==> config.mk <==
export PLATFORM = sky130hd
export DESIGN_NAME = scv_vidout_flat
export DESIGN_NICKNAME = d
export VERILOG_FILES = /design/src/rtl/scv_pkg.sv /design/src/rtl/scv_vidout_if.sv /design/src/rtl/scv_vidout_meas.sv /design/src/rtl/scv_vidout.sv /design/src/flat_wrapper.sv
export SDC_FILE = /design/constraint.sdc
export NUM_CORES = 1
export LEC_CHECK = 0
export ABC_AREA = 1
export BUFFER_PORTS_ARGS = -buffer_cell sky130_fd_sc_hd__buf_2
export CORE_MARGIN = 3
export CORE_UTILIZATION = 55
export CTS_CLUSTER_SIZE = 28
export DETAILED_ROUTE_END_ITERATION = 16
export HOLD_SLACK_MARGIN = 0.1
export PLACE_DENSITY = 0.85
export SLEW_MARGIN = 0
export SYNTH_ARGS = -nofsm -noshare
export SYNTH_HDL_FRONTEND = slang
export SYNTH_SLANG_ARGS = --single-unit
==> constraint.sdc <==
create_clock -name CLK -period 3.15 [get_ports CLK]
set_input_delay 0.1575 -clock CLK [delete_from_list [all_inputs] [get_ports CLK]]
set_output_delay 0.1575 -clock CLK [all_outputs]
set_load 0.03 [all_outputs]
==> src/rtl/scv_pkg.sv <==
// Shared video types and constants for the epochtv1 / scv video output path.
package scv_pkg;

    // One 24-bit pixel, red in the most significant byte.
    typedef struct packed {
        logic [7:0] r;
        logic [7:0] g;
        logic [7:0] b;
    } rgb888_t;

    // CE ticks without an HS rising edge before the input is declared lost.
    localparam int unsigned NOSIG_CE_DEFAULT = 1024;

    // Pass a pixel through when keep is set, otherwise return black.
    function automatic rgb888_t rgb_gate(input rgb888_t px, input logic keep);
        rgb888_t res;
        if (keep) begin
            res = px;
        end else begin
            res = rgb888_t'(24'd0);
        end
        return res;
    endfunction

endpackage

==> src/rtl/scv_vidout_if.sv <==
// Video stream interface: epochtv1 side inputs and registered display outputs.
interface scv_vidout_if import scv_pkg::*; #(
    parameter int MEAS_W = 9
) ();
    logic              CE;
    logic              DE;
    logic              HS;
    logic              VS;
    rgb888_t           RGB;
    logic              CE_PIX;
    logic [7:0]        R;
    logic [7:0]        G;
    logic [7:0]        B;
    logic              HSYNC;
    logic              VSYNC;
    logic              HBLANK;
    logic              VBLANK;
    logic [MEAS_W-1:0] ACT_W;
    logic [MEAS_W-1:0] ACT_H;
    logic              FIELD;
    logic              NOSIG;

    // Source side: drives the pixel stream, observes the formatted output.
    modport master (
        output CE, DE, HS, VS, RGB,
        input  CE_PIX, R, G, B, HSYNC, VSYNC, HBLANK, VBLANK,
        input  ACT_W, ACT_H, FIELD, NOSIG
    );

    // Output block side.
    modport slave (
        input  CE, DE, HS, VS, RGB,
        output CE_PIX, R, G, B, HSYNC, VSYNC, HBLANK, VBLANK,
        output ACT_W, ACT_H, FIELD, NOSIG
    );
endinterface

==> src/rtl/scv_vidout_meas.sv <==
// Timing measurement: HS/VS edge detection, line/frame counters, active
// width/height capture, vertical blanking, field toggle and signal-loss watch.
module scv_vidout_meas import scv_pkg::*; #(
    parameter int MEAS_W   = 9,
    parameter int NOSIG_CE = NOSIG_CE_DEFAULT
) (
    input  logic              clk_i,
    input  logic              rst_ni,
    input  logic              ce_i,
    input  logic              de_i,
    input  logic              hs_i,
    input  logic              vs_i,
    output logic              nosig_next_o,
    output logic              vblank_o,
    output logic              field_o,
    output logic              nosig_o,
    output logic [MEAS_W-1:0] act_w_o,
    output logic [MEAS_W-1:0] act_h_o
);
    // The horizontal position counter doubles as the signal-loss timer: both
    // count CE ticks since the last HS rising edge and saturate.
    localparam int                CNT_W     = $clog2(NOSIG_CE + 1);
    localparam logic [CNT_W-1:0]  CNT_MAX   = {CNT_W{1'b1}};
    localparam logic [CNT_W-1:0]  NOSIG_LIM = CNT_W'(NOSIG_CE);
    localparam logic [MEAS_W-1:0] MEAS_MAX  = {MEAS_W{1'b1}};
    localparam logic [MEAS_W-1:0] MEAS_ZERO = {MEAS_W{1'b0}};

    logic              hs_prev_q, hs_prev_d;
    logic              vs_prev_q, vs_prev_d;
    logic              seen_hs_q, seen_hs_d;
    logic              seen_vs_q, seen_vs_d;
    logic [CNT_W-1:0]  hcnt_q, hcnt_d;
    logic [MEAS_W-1:0] linepix_q, linepix_d;
    logic [MEAS_W-1:0] actlines_q, actlines_d;
    logic [MEAS_W-1:0] act_w_q, act_w_d;
    logic [MEAS_W-1:0] act_h_q, act_h_d;
    logic              vblank_q, vblank_d;
    logic              vblank_out_q, vblank_out_d;
    logic              field_q, field_d;
    logic              nosig_q, nosig_d;

    logic              hs_rise_s;
    logic              vs_rise_s;
    logic              line_done_s;
    logic [MEAS_W-1:0] actlines_mid_s;

    // A line only counts once a full HS-to-HS interval has been observed.
    assign hs_rise_s   = ce_i & hs_i & ~hs_prev_q;
    assign vs_rise_s   = ce_i & vs_i & ~vs_prev_q;
    assign line_done_s = hs_rise_s & seen_hs_q & (linepix_q != MEAS_ZERO);

    // Next-state for all measurement state; the line is closed before the frame
    // so a simultaneous HS+VS still counts the final line.
    always_comb begin
        hs_prev_d      = hs_prev_q;
        vs_prev_d      = vs_prev_q;
        seen_hs_d      = seen_hs_q;
        seen_vs_d      = seen_vs_q;
        hcnt_d         = hcnt_q;
        linepix_d      = linepix_q;
        actlines_d     = actlines_q;
        act_w_d        = act_w_q;
        act_h_d        = act_h_q;
        vblank_d       = vblank_q;
        vblank_out_d   = vblank_out_q;
        field_d        = field_q;
        nosig_d        = nosig_q;
        actlines_mid_s = actlines_q;
        if (ce_i) begin
            hs_prev_d = hs_i;
            vs_prev_d = vs_i;

            if (hs_rise_s) begin
                hcnt_d = CNT_W'(0);
            end else if (hcnt_q != CNT_MAX) begin
                hcnt_d = hcnt_q + CNT_W'(1);
            end else begin
                hcnt_d = hcnt_q;
            end
            nosig_d = (hcnt_d >= NOSIG_LIM);

            if (de_i) begin
                vblank_d = 1'b0;
            end else if (hs_rise_s && (linepix_q == MEAS_ZERO)) begin
                vblank_d = 1'b1;
            end else begin
                vblank_d = vblank_q;
            end

            if (hs_rise_s) begin
                seen_hs_d = 1'b1;
                linepix_d = de_i ? MEAS_W'(1) : MEAS_ZERO;
                if (line_done_s) begin
                    act_w_d        = linepix_q;
                    actlines_mid_s = (actlines_q != MEAS_MAX) ? (actlines_q + MEAS_W'(1)) : actlines_q;
                end else begin
                    act_w_d        = act_w_q;
                end
            end else if (de_i && (linepix_q != MEAS_MAX)) begin
                linepix_d = linepix_q + MEAS_W'(1);
            end else begin
                linepix_d = linepix_q;
            end

            if (vs_rise_s) begin
                seen_vs_d  = 1'b1;
                field_d    = ~field_q;
                actlines_d = MEAS_ZERO;
                if (seen_vs_q && (actlines_mid_s != MEAS_ZERO)) begin
                    act_h_d = actlines_mid_s;
                end else begin
                    act_h_d = act_h_q;
                end
            end else begin
                actlines_d = actlines_mid_s;
            end

            vblank_out_d = vblank_d | nosig_d;
        end else begin
            nosig_d = nosig_q;
        end
    end

    // Measurement state register with asynchronous reset.
    always_ff @(posedge clk_i or negedge rst_ni) begin
        if (!rst_ni) begin
            hs_prev_q    <= 1'b0;
            vs_prev_q    <= 1'b0;
            seen_hs_q    <= 1'b0;
            seen_vs_q    <= 1'b0;
            hcnt_q       <= CNT_W'(0);
            linepix_q    <= MEAS_ZERO;
            actlines_q   <= MEAS_ZERO;
            act_w_q      <= MEAS_ZERO;
            act_h_q      <= MEAS_ZERO;
            vblank_q     <= 1'b1;
            vblank_out_q <= 1'b1;
            field_q      <= 1'b0;
            nosig_q      <= 1'b0;
        end else begin
            hs_prev_q    <= hs_prev_d;
            vs_prev_q    <= vs_prev_d;
            seen_hs_q    <= seen_hs_d;
            seen_vs_q    <= seen_vs_d;
            hcnt_q       <= hcnt_d;
            linepix_q    <= linepix_d;
            actlines_q   <= actlines_d;
            act_w_q      <= act_w_d;
            act_h_q      <= act_h_d;
            vblank_q     <= vblank_d;
            vblank_out_q <= vblank_out_d;
            field_q      <= field_d;
            nosig_q      <= nosig_d;
        end
    end

    assign nosig_next_o = nosig_d;
    assign vblank_o     = vblank_out_q;
    assign field_o      = field_q;
    assign nosig_o      = nosig_q;
    assign act_w_o      = act_w_q;
    assign act_h_o      = act_h_q;

endmodule

==> src/rtl/scv_vidout.sv <==
// Video output stage: registers the epochtv1 pixel stream one CLK after each
// CE, blanks pixels outside DE or while the input timing is lost, and reports
// measured timing from the measurement sub-block.
module scv_vidout import scv_pkg::*; #(
    parameter int MEAS_W   = 9,
    parameter int NOSIG_CE = NOSIG_CE_DEFAULT
) (
    input  logic         CLK,
    input  logic         RESB,
    scv_vidout_if.slave  vif
);
    logic    ce_pix_q, ce_pix_d;
    rgb888_t pix_q, pix_d;
    logic    hsync_q, hsync_d;
    logic    vsync_q, vsync_d;
    logic    hblank_q, hblank_d;

    logic              nosig_next_s;
    logic              vblank_s;
    logic              field_s;
    logic              nosig_s;
    logic [MEAS_W-1:0] act_w_s;
    logic [MEAS_W-1:0] act_h_s;

    scv_vidout_meas #(
        .MEAS_W   (MEAS_W),
        .NOSIG_CE (NOSIG_CE)
    ) u_meas (
        .clk_i        (CLK),
        .rst_ni       (RESB),
        .ce_i         (vif.CE),
        .de_i         (vif.DE),
        .hs_i         (vif.HS),
        .vs_i         (vif.VS),
        .nosig_next_o (nosig_next_s),
        .vblank_o     (vblank_s),
        .field_o      (field_s),
        .nosig_o      (nosig_s),
        .act_w_o      (act_w_s),
        .act_h_o      (act_h_s)
    );

    // Pixel path next-state: load on CE, hold between strobes. The loss flag
    // used here is the one being registered on this same edge so the blanking
    // lines up with NOSIG.
    always_comb begin
        ce_pix_d = vif.CE;
        pix_d    = pix_q;
        hsync_d  = hsync_q;
        vsync_d  = vsync_q;
        hblank_d = hblank_q;
        if (vif.CE) begin
            pix_d    = rgb_gate(vif.RGB, vif.DE & ~nosig_next_s);
            hsync_d  = vif.HS;
            vsync_d  = vif.VS;
            hblank_d = ~vif.DE | nosig_next_s;
        end else begin
            pix_d    = pix_q;
            hblank_d = hblank_q;
        end
    end

    // Pixel path register with asynchronous reset.
    always_ff @(posedge CLK or negedge RESB) begin
        if (!RESB) begin
            ce_pix_q <= 1'b0;
            pix_q    <= rgb888_t'(24'd0);
            hsync_q  <= 1'b0;
            vsync_q  <= 1'b0;
            hblank_q <= 1'b1;
        end else begin
            ce_pix_q <= ce_pix_d;
            pix_q    <= pix_d;
            hsync_q  <= hsync_d;
            vsync_q  <= vsync_d;
            hblank_q <= hblank_d;
        end
    end

    assign vif.CE_PIX = ce_pix_q;
    assign vif.R      = pix_q.r;
    assign vif.G      = pix_q.g;
    assign vif.B      = pix_q.b;
    assign vif.HSYNC  = hsync_q;
    assign vif.VSYNC  = vsync_q;
    assign vif.HBLANK = hblank_q;
    assign vif.VBLANK = vblank_s;
    assign vif.ACT_W  = act_w_s;
    assign vif.ACT_H  = act_h_s;
    assign vif.FIELD  = field_s;
    assign vif.NOSIG  = nosig_s;

endmodule

==> src/flat_wrapper.sv <==
// flat-port wrapper written by rule: the top's interface ports become plain ports
module scv_vidout_flat import scv_pkg::*;
#(
    parameter int MEAS_W   = 9,
    parameter int NOSIG_CE = NOSIG_CE_DEFAULT
)
  (CLK, RESB, vif_CE, vif_DE, vif_HS, vif_VS, vif_RGB, vif_CE_PIX, vif_R, vif_G, vif_B, vif_HSYNC, vif_VSYNC, vif_HBLANK, vif_VBLANK, vif_ACT_W, vif_ACT_H, vif_FIELD, vif_NOSIG);
  scv_vidout_if #(.MEAS_W(MEAS_W)) vif_i ();
  input  logic CLK;
  input  logic RESB;
  input wire logic [$bits(vif_i.CE)-1:0] vif_CE;
  input wire logic [$bits(vif_i.DE)-1:0] vif_DE;
  input wire logic [$bits(vif_i.HS)-1:0] vif_HS;
  input wire logic [$bits(vif_i.VS)-1:0] vif_VS;
  input wire logic [$bits(vif_i.RGB)-1:0] vif_RGB;
  output wire logic [$bits(vif_i.CE_PIX)-1:0] vif_CE_PIX;
  output wire logic [$bits(vif_i.R)-1:0] vif_R;
  output wire logic [$bits(vif_i.G)-1:0] vif_G;
  output wire logic [$bits(vif_i.B)-1:0] vif_B;
  output wire logic [$bits(vif_i.HSYNC)-1:0] vif_HSYNC;
  output wire logic [$bits(vif_i.VSYNC)-1:0] vif_VSYNC;
  output wire logic [$bits(vif_i.HBLANK)-1:0] vif_HBLANK;
  output wire logic [$bits(vif_i.VBLANK)-1:0] vif_VBLANK;
  output wire logic [$bits(vif_i.ACT_W)-1:0] vif_ACT_W;
  output wire logic [$bits(vif_i.ACT_H)-1:0] vif_ACT_H;
  output wire logic [$bits(vif_i.FIELD)-1:0] vif_FIELD;
  output wire logic [$bits(vif_i.NOSIG)-1:0] vif_NOSIG;
  assign vif_i.CE = vif_CE;
  assign vif_i.DE = vif_DE;
  assign vif_i.HS = vif_HS;
  assign vif_i.VS = vif_VS;
  assign vif_i.RGB = vif_RGB;
  assign vif_CE_PIX = vif_i.CE_PIX;
  assign vif_R = vif_i.R;
  assign vif_G = vif_i.G;
  assign vif_B = vif_i.B;
  assign vif_HSYNC = vif_i.HSYNC;
  assign vif_VSYNC = vif_i.VSYNC;
  assign vif_HBLANK = vif_i.HBLANK;
  assign vif_VBLANK = vif_i.VBLANK;
  assign vif_ACT_W = vif_i.ACT_W;
  assign vif_ACT_H = vif_i.ACT_H;
  assign vif_FIELD = vif_i.FIELD;
  assign vif_NOSIG = vif_i.NOSIG;
  scv_vidout #(.MEAS_W(MEAS_W), .NOSIG_CE(NOSIG_CE)) u_core (.CLK(CLK), .RESB(RESB), .vif(vif_i));
endmodule
-- After elaboration in Yosys (flattened, before gate mapping)
Cells that the tools add are included.
- input bits: 30
- flip-flop bits (word level): 81
- output and inout bits: 49
- bitwise gates (word level): 14
- $add $sub $neg: 3
- reductions and logical operators: 12
- equality and inequality tests: 3
- $lt $le $gt $ge: 1
- mux-type cells: 16
- operators by type and width (cell ; number):
    $mux W9 ; 7
    $mux W11 ; 3
    $mux W24 ; 1
    $add A9 B1 Y9 const B ; 2
    $ne A9 B9 Y1 const B ; 2
    $reduce_bool A9 Y1 ; 2
    $add A11 B1 Y11 const B ; 1
    $ge A11 B11 Y1 const B ; 1
    $ne A11 B11 Y1 const B ; 1
    $logic_not A9 Y1 ; 1
    $and A1 B1 Y1 ; 7
    $reduce_and A2 Y1 ; 3
    $reduce_and A3 Y1 ; 2
    $mux W1 ; 5
    $not A1 Y1 ; 5
    $logic_and A1 B1 Y1 ; 3
    $or A1 B1 Y1 ; 2
    $reduce_bool A2 Y1 ; 1

-- Depth between registers and ports, before layout
- word-level depth: 10
- depth in mapped cells: 16

-- Cells and area by module
Synthesis repeated with hierarchy kept, for this count alone.
- cell total of the unflattened synthesis: 472
- area, all modules: 3945.0 um^2
- modules (own cells, without submodules) (module ; area an instance (um^2) ; cells each ; times used):
    scv_vidout_meas ; 2825.2 ; 353 ; 1
    scv_vidout ; 1119.8 ; 119 ; 1

-- Worst setup path after synthesis
No wires, ideal clock.
- kind: flip-flop to flip-flop
- from: reg u_core.u_meas.linepix_q[0]
- to: reg u_core.u_meas.linepix_q[7]
- arrival time: 1855 ps
- stages on the path, launching flop included: 13
- path slack: 1172 ps
- required time: 3027 ps
- cell sequence: dfrtp_1 > ha_1 > nand2_1 > nor3_1 > nand2_1 > nor2_1 > ha_1 > nor2_1 > nor2_1 > nor4_2 > nand3_1 > nor3_1 > nor3_1
- word-level cells in the longest chain between the ends: 4
- elaborated cells between the ends (all ways): 7
- those cells by class: add/sub (1); eq/ne (1); mux (2); reduce/logical (3)
- ends and longest elaborated chain (element ; RTL line ; RTL):
    start, declared ; scv_vidout_meas.sv:33 ; logic [MEAS_W-1:0] linepix_q, linepix_d;
    start signal, assigned ; scv_vidout_meas.sv:146 ; linepix_q <= linepix_d;
    parallel branches: the longest is 4 deep, another holds $add A9 B1 Y9 ; n/a ;
Parallel ways; which one is timed is not known. The select of a mux whose other input is x is not followed.
A chain may end at the register's enable or synchronous reset.

-- Worst setup path after layout
Same ends and word-level chain as after synthesis.

==> results.txt <==
Mapped Nets: 436
Post-CTS setup buffers: 0
Main synth FF type: dfrtp_1
Power Dens Cells: 599.1 nW/um2
Setup CP Type: reg -> reg
CTS tree: done
Yosys Warn Count: 0
Die W: 87.45 um
Initial antenna violation count: 0
Fin. Hold Viols: 0
DRC Markers: 0
Maximum clock insertion buffer count: 2
Unrepaired setup endpoints after global routing: false
Rel. slew slack: 0.3462
Fill cells: 467
Fmax: 418.4 MHz
Seq cells post-synth: 81
Global-route wire length before repair: 14140 um
CTS root buf: clkbuf_8
Yosys top cell area share: 0.5350
Starting Density: 0.5713
Post-Syn Instances: 401
Hold Slack: 0.1096 ns
Fin Setup TNS: 0 ns
Std cell rows: 29
Most common cell in the netlist: nand2_1
Sequential-to-total area share from yosys stat: 0.5566
Max VDD drop: 0.0004254 V
Switching part of the total: 0.3483
Pre-CTS setup slack: 0.8633 ns
Core Area: 6386 um2
Total GRT Usage: 0.2411
Clock share of power: 0.280
Synth area leaders: dfrtp_1, nand2_1, a22o_1
LEAKAGE: 2.416 nW
CTS Buf Count: 9
Worst slew pin tran: 0.9808 ns
Avg Cell Area, Syn: 9.099 um2
CP Data Required Time: 3.42 ns
CP max stage delay: 0.41 ns
Pin count of the biggest net entering global routing: 82
Synth top cells by count: nand2_1, dfrtp_1, inv_1
Post-synth EDFFs: 0
Die area: 7647 um2
H-tree depth: 3
Clock Latency Late Sink: 0.37 ns
Worst-path maximum fanout: 4
Critical-path top delay cell: dfrtp_1
Post-DP HPWL: 5498 um
Outcome: finished, final reports clean
Max Clock Skew: 0.01381 ns
Via density: 5.418
Iter 0 DRT Violations: 247
Fin util: 0.7136
PortBufs: 78
WL/cell: 14.91 um
Final Cycle Share: 0.7588
Buffers & Inverters on Critical Path: 1
Worst path cell trace: ha_1 -> nand2_1 -> nor3_1 -> nand2_1 -> nor2_1 -> ha_1 -> nor2_1 -> nor2_1 -> nor4_2 -> nand3_1 -> clkinv_1 -> a21oi_1 -> nor3_1
Top Ports: 79
Worst Slack Setup Final: 0.7597 ns
Worst EP arrival: 2.66 ns
CTS sink cnt: 81
Area growth syn-to-layout: 24.90%
Post-route antenna net violation count: 0
N_diodes: 0
Post-Syn Area: 3648 um2
Worst path top cell family by delay: simple AND/OR/NAND/NOR gates
Layout cells sized above 1: 0.2266
Worst path most repeated cell: nor2_1
Crit end category: flip-flop
TritonRoute pass-1 iters: 4
Total gr overflow: 0
Combinational share of power: 0.252
Clock transition at path regs: 0.08 ns
Switching power total: 0.0009510 W
Netlist cell types: 33
Vias in the first global route: 3058
Die Span Y: 87.45 um
Async set-or-reset flop fraction in the synthesized netlist: 1.000
# nets final: 543
Post-Route WL: 8783 um
Largest area contributor in the netlist: dfrtp_1
Vias: 3191
Slew Viols, Final: 0
Min-Delay Path Class: in -> reg
Fin crit period: 2.390 ns
P_int: 0.001779 W
Routability cong.: 0.8725
CP startpoint kind: flip-flop
Maxcap violations: 0
Reg power frac: 0.468
Final setup fails: 0
power by group through the flow:
stage / clock, W / combinational, W / sequential (W)
6_report: 0.000764 / 0.000688 / 0.00128
5_1_grt: 0.000813 / 0.000759 / 0.00129
4_1_cts: 0.000762 / 0.000683 / 0.00128
3_5_place_dp: 0 / 0.000656 / 0.00129
3_3_place_gp: 0 / 0.000636 / 0.00129
2_1_floorplan: 0 / 0.000300 / 0.00145
cell families after synthesis:
kind of cell	count (synthesis)	share of synthesized area
adder cells (fa/ha/maj)	5	0.01715
AO/OA/AOI/OAI	71	0.1252
buffers and inverters	58	0.06550
flip-flops	81	0.5566
AND/OR/NAND/NOR	183	0.2284
XOR/XNOR	3	0.007203
timing repair:
| item | in CTS | in global routing |
|---|---|---|
| hold buffers | 28 | 0 |
| resized for setup | 0 | 0 |
| hold endpoints to repair | 105 | 0 |
placed cells by master, fill, tap and decap left out:
| master | Yosys | layout |
|---|---|---|
| o211ai_1 | 1 | 1 |
| nand3_1 | 38 | 38 |
| o22ai_1 | 1 | 1 |
| nor4_1 | 1 | 1 |
| nor4_2 | 1 | 1 |
| a221oi_1 | 1 | 1 |
| nand3b_1 | 2 | 2 |
| clkinv_1 | 1 | 1 |
| o21a_1 | 1 | 1 |
| bufinv_16 | 0 | 1 |
| nor2_4 | 1 | 1 |
| buf_4 | 1 | 2 |
| nand4_1 | 3 | 3 |
| nand2_1 | 87 | 87 |
| clkinv_4 | 0 | 1 |
| nand2_4 | 3 | 3 |
| inv_2 | 7 | 7 |
| nand2_2 | 4 | 4 |
| o21ai_0 | 27 | 27 |
| xor2_1 | 3 | 3 |
| dfstp_2 | 3 | 3 |
| clkinvlp_4 | 0 | 1 |
| nor2_1 | 29 | 29 |
| buf_2 | 2 | 77 |
| nor2_2 | 2 | 2 |
| inv_1 | 39 | 39 |
| a21oi_1 | 15 | 15 |
| ha_1 | 5 | 5 |
| nand3_4 | 1 | 1 |
| clkbuf_8 | 0 | 10 |
| dfrtp_1 | 78 | 78 |
| a31oi_1 | 1 | 1 |
| clkinv_2 | 0 | 2 |
| a22o_1 | 24 | 24 |
| dlygate4sd3_1 | 0 | 28 |
| nor3_1 | 11 | 11 |
final timing paths:
check	startpoint	endpoint	slack, ns	cells past startpoint
max reg2reg	u_core.u_meas.linepix_q[0]	u_core.u_meas.linepix_q[7]	0.76	13
min in group asynchronous	RESB	u_core.u_meas.act_h_o[8]	0.47	2
min	vif_DE	u_core.u_meas.linepix_q[0]	0.11	3
min reg2reg	u_core.u_meas.seen_vs_q	u_core.u_meas.seen_vs_q	0.47	2
max	u_core.u_meas.linepix_q[0]	u_core.u_meas.linepix_q[7]	0.76	13
max in group asynchronous	RESB	u_core.u_meas.linepix_q[8]	2.02	2
state kept, by name (all words and copies together), names as in the netlist, 8 cells and up:
name / count
u_core.u_meas.actlines_q: 9
u_core.vif.B: 8
u_core.u_meas.act_w_o: 9
u_core.u_meas.linepix_q: 9
u_core.u_meas.hcnt_q: 11
u_core.vif.R: 8
u_core.vif.G: 8
u_core.u_meas.act_h_o: 9
routing by layer:
metal | track usage | share of wire
met1 | 0.2892 | 0.41
met2 | 0.4116 | 0.52
met3 | 0.07190 | 0.060
met4 | 0.08368 | 0.019
met5 | 0 | 0
through the flow:
step	cell area [um2]	cells	total power, W
floorplan	3649	401	0.001746
global placement	4083	546	0.001923
detailed placement	4083	546	0.001949
CTS	4557	589	0.002721
global route	4557	589	0.002866
finish	4557	589	0.002730
worst min-delay path, cell delays in order:
cell and delay [ns]:
buf_2 0.12, inv_1 0.07, o22ai_1 0.08
layout make-up:
class / instances / area, um2 / area share
flip-flops and latches: 81 / 2031 / 0.4456
multi-input cells: 262 / 1379 / 0.3026
repair buffers: 107 / 680.7 / 0.1494
inverters: 47 / 176.4 / 0.03871
clock buffers: 10 / 137.6 / 0.03020
well taps: 77 / 96.34 / 0.02114
clock inverters: 5 / 56.30 / 0.01236
Note: power is estimated with default switching activity, not from simulation.
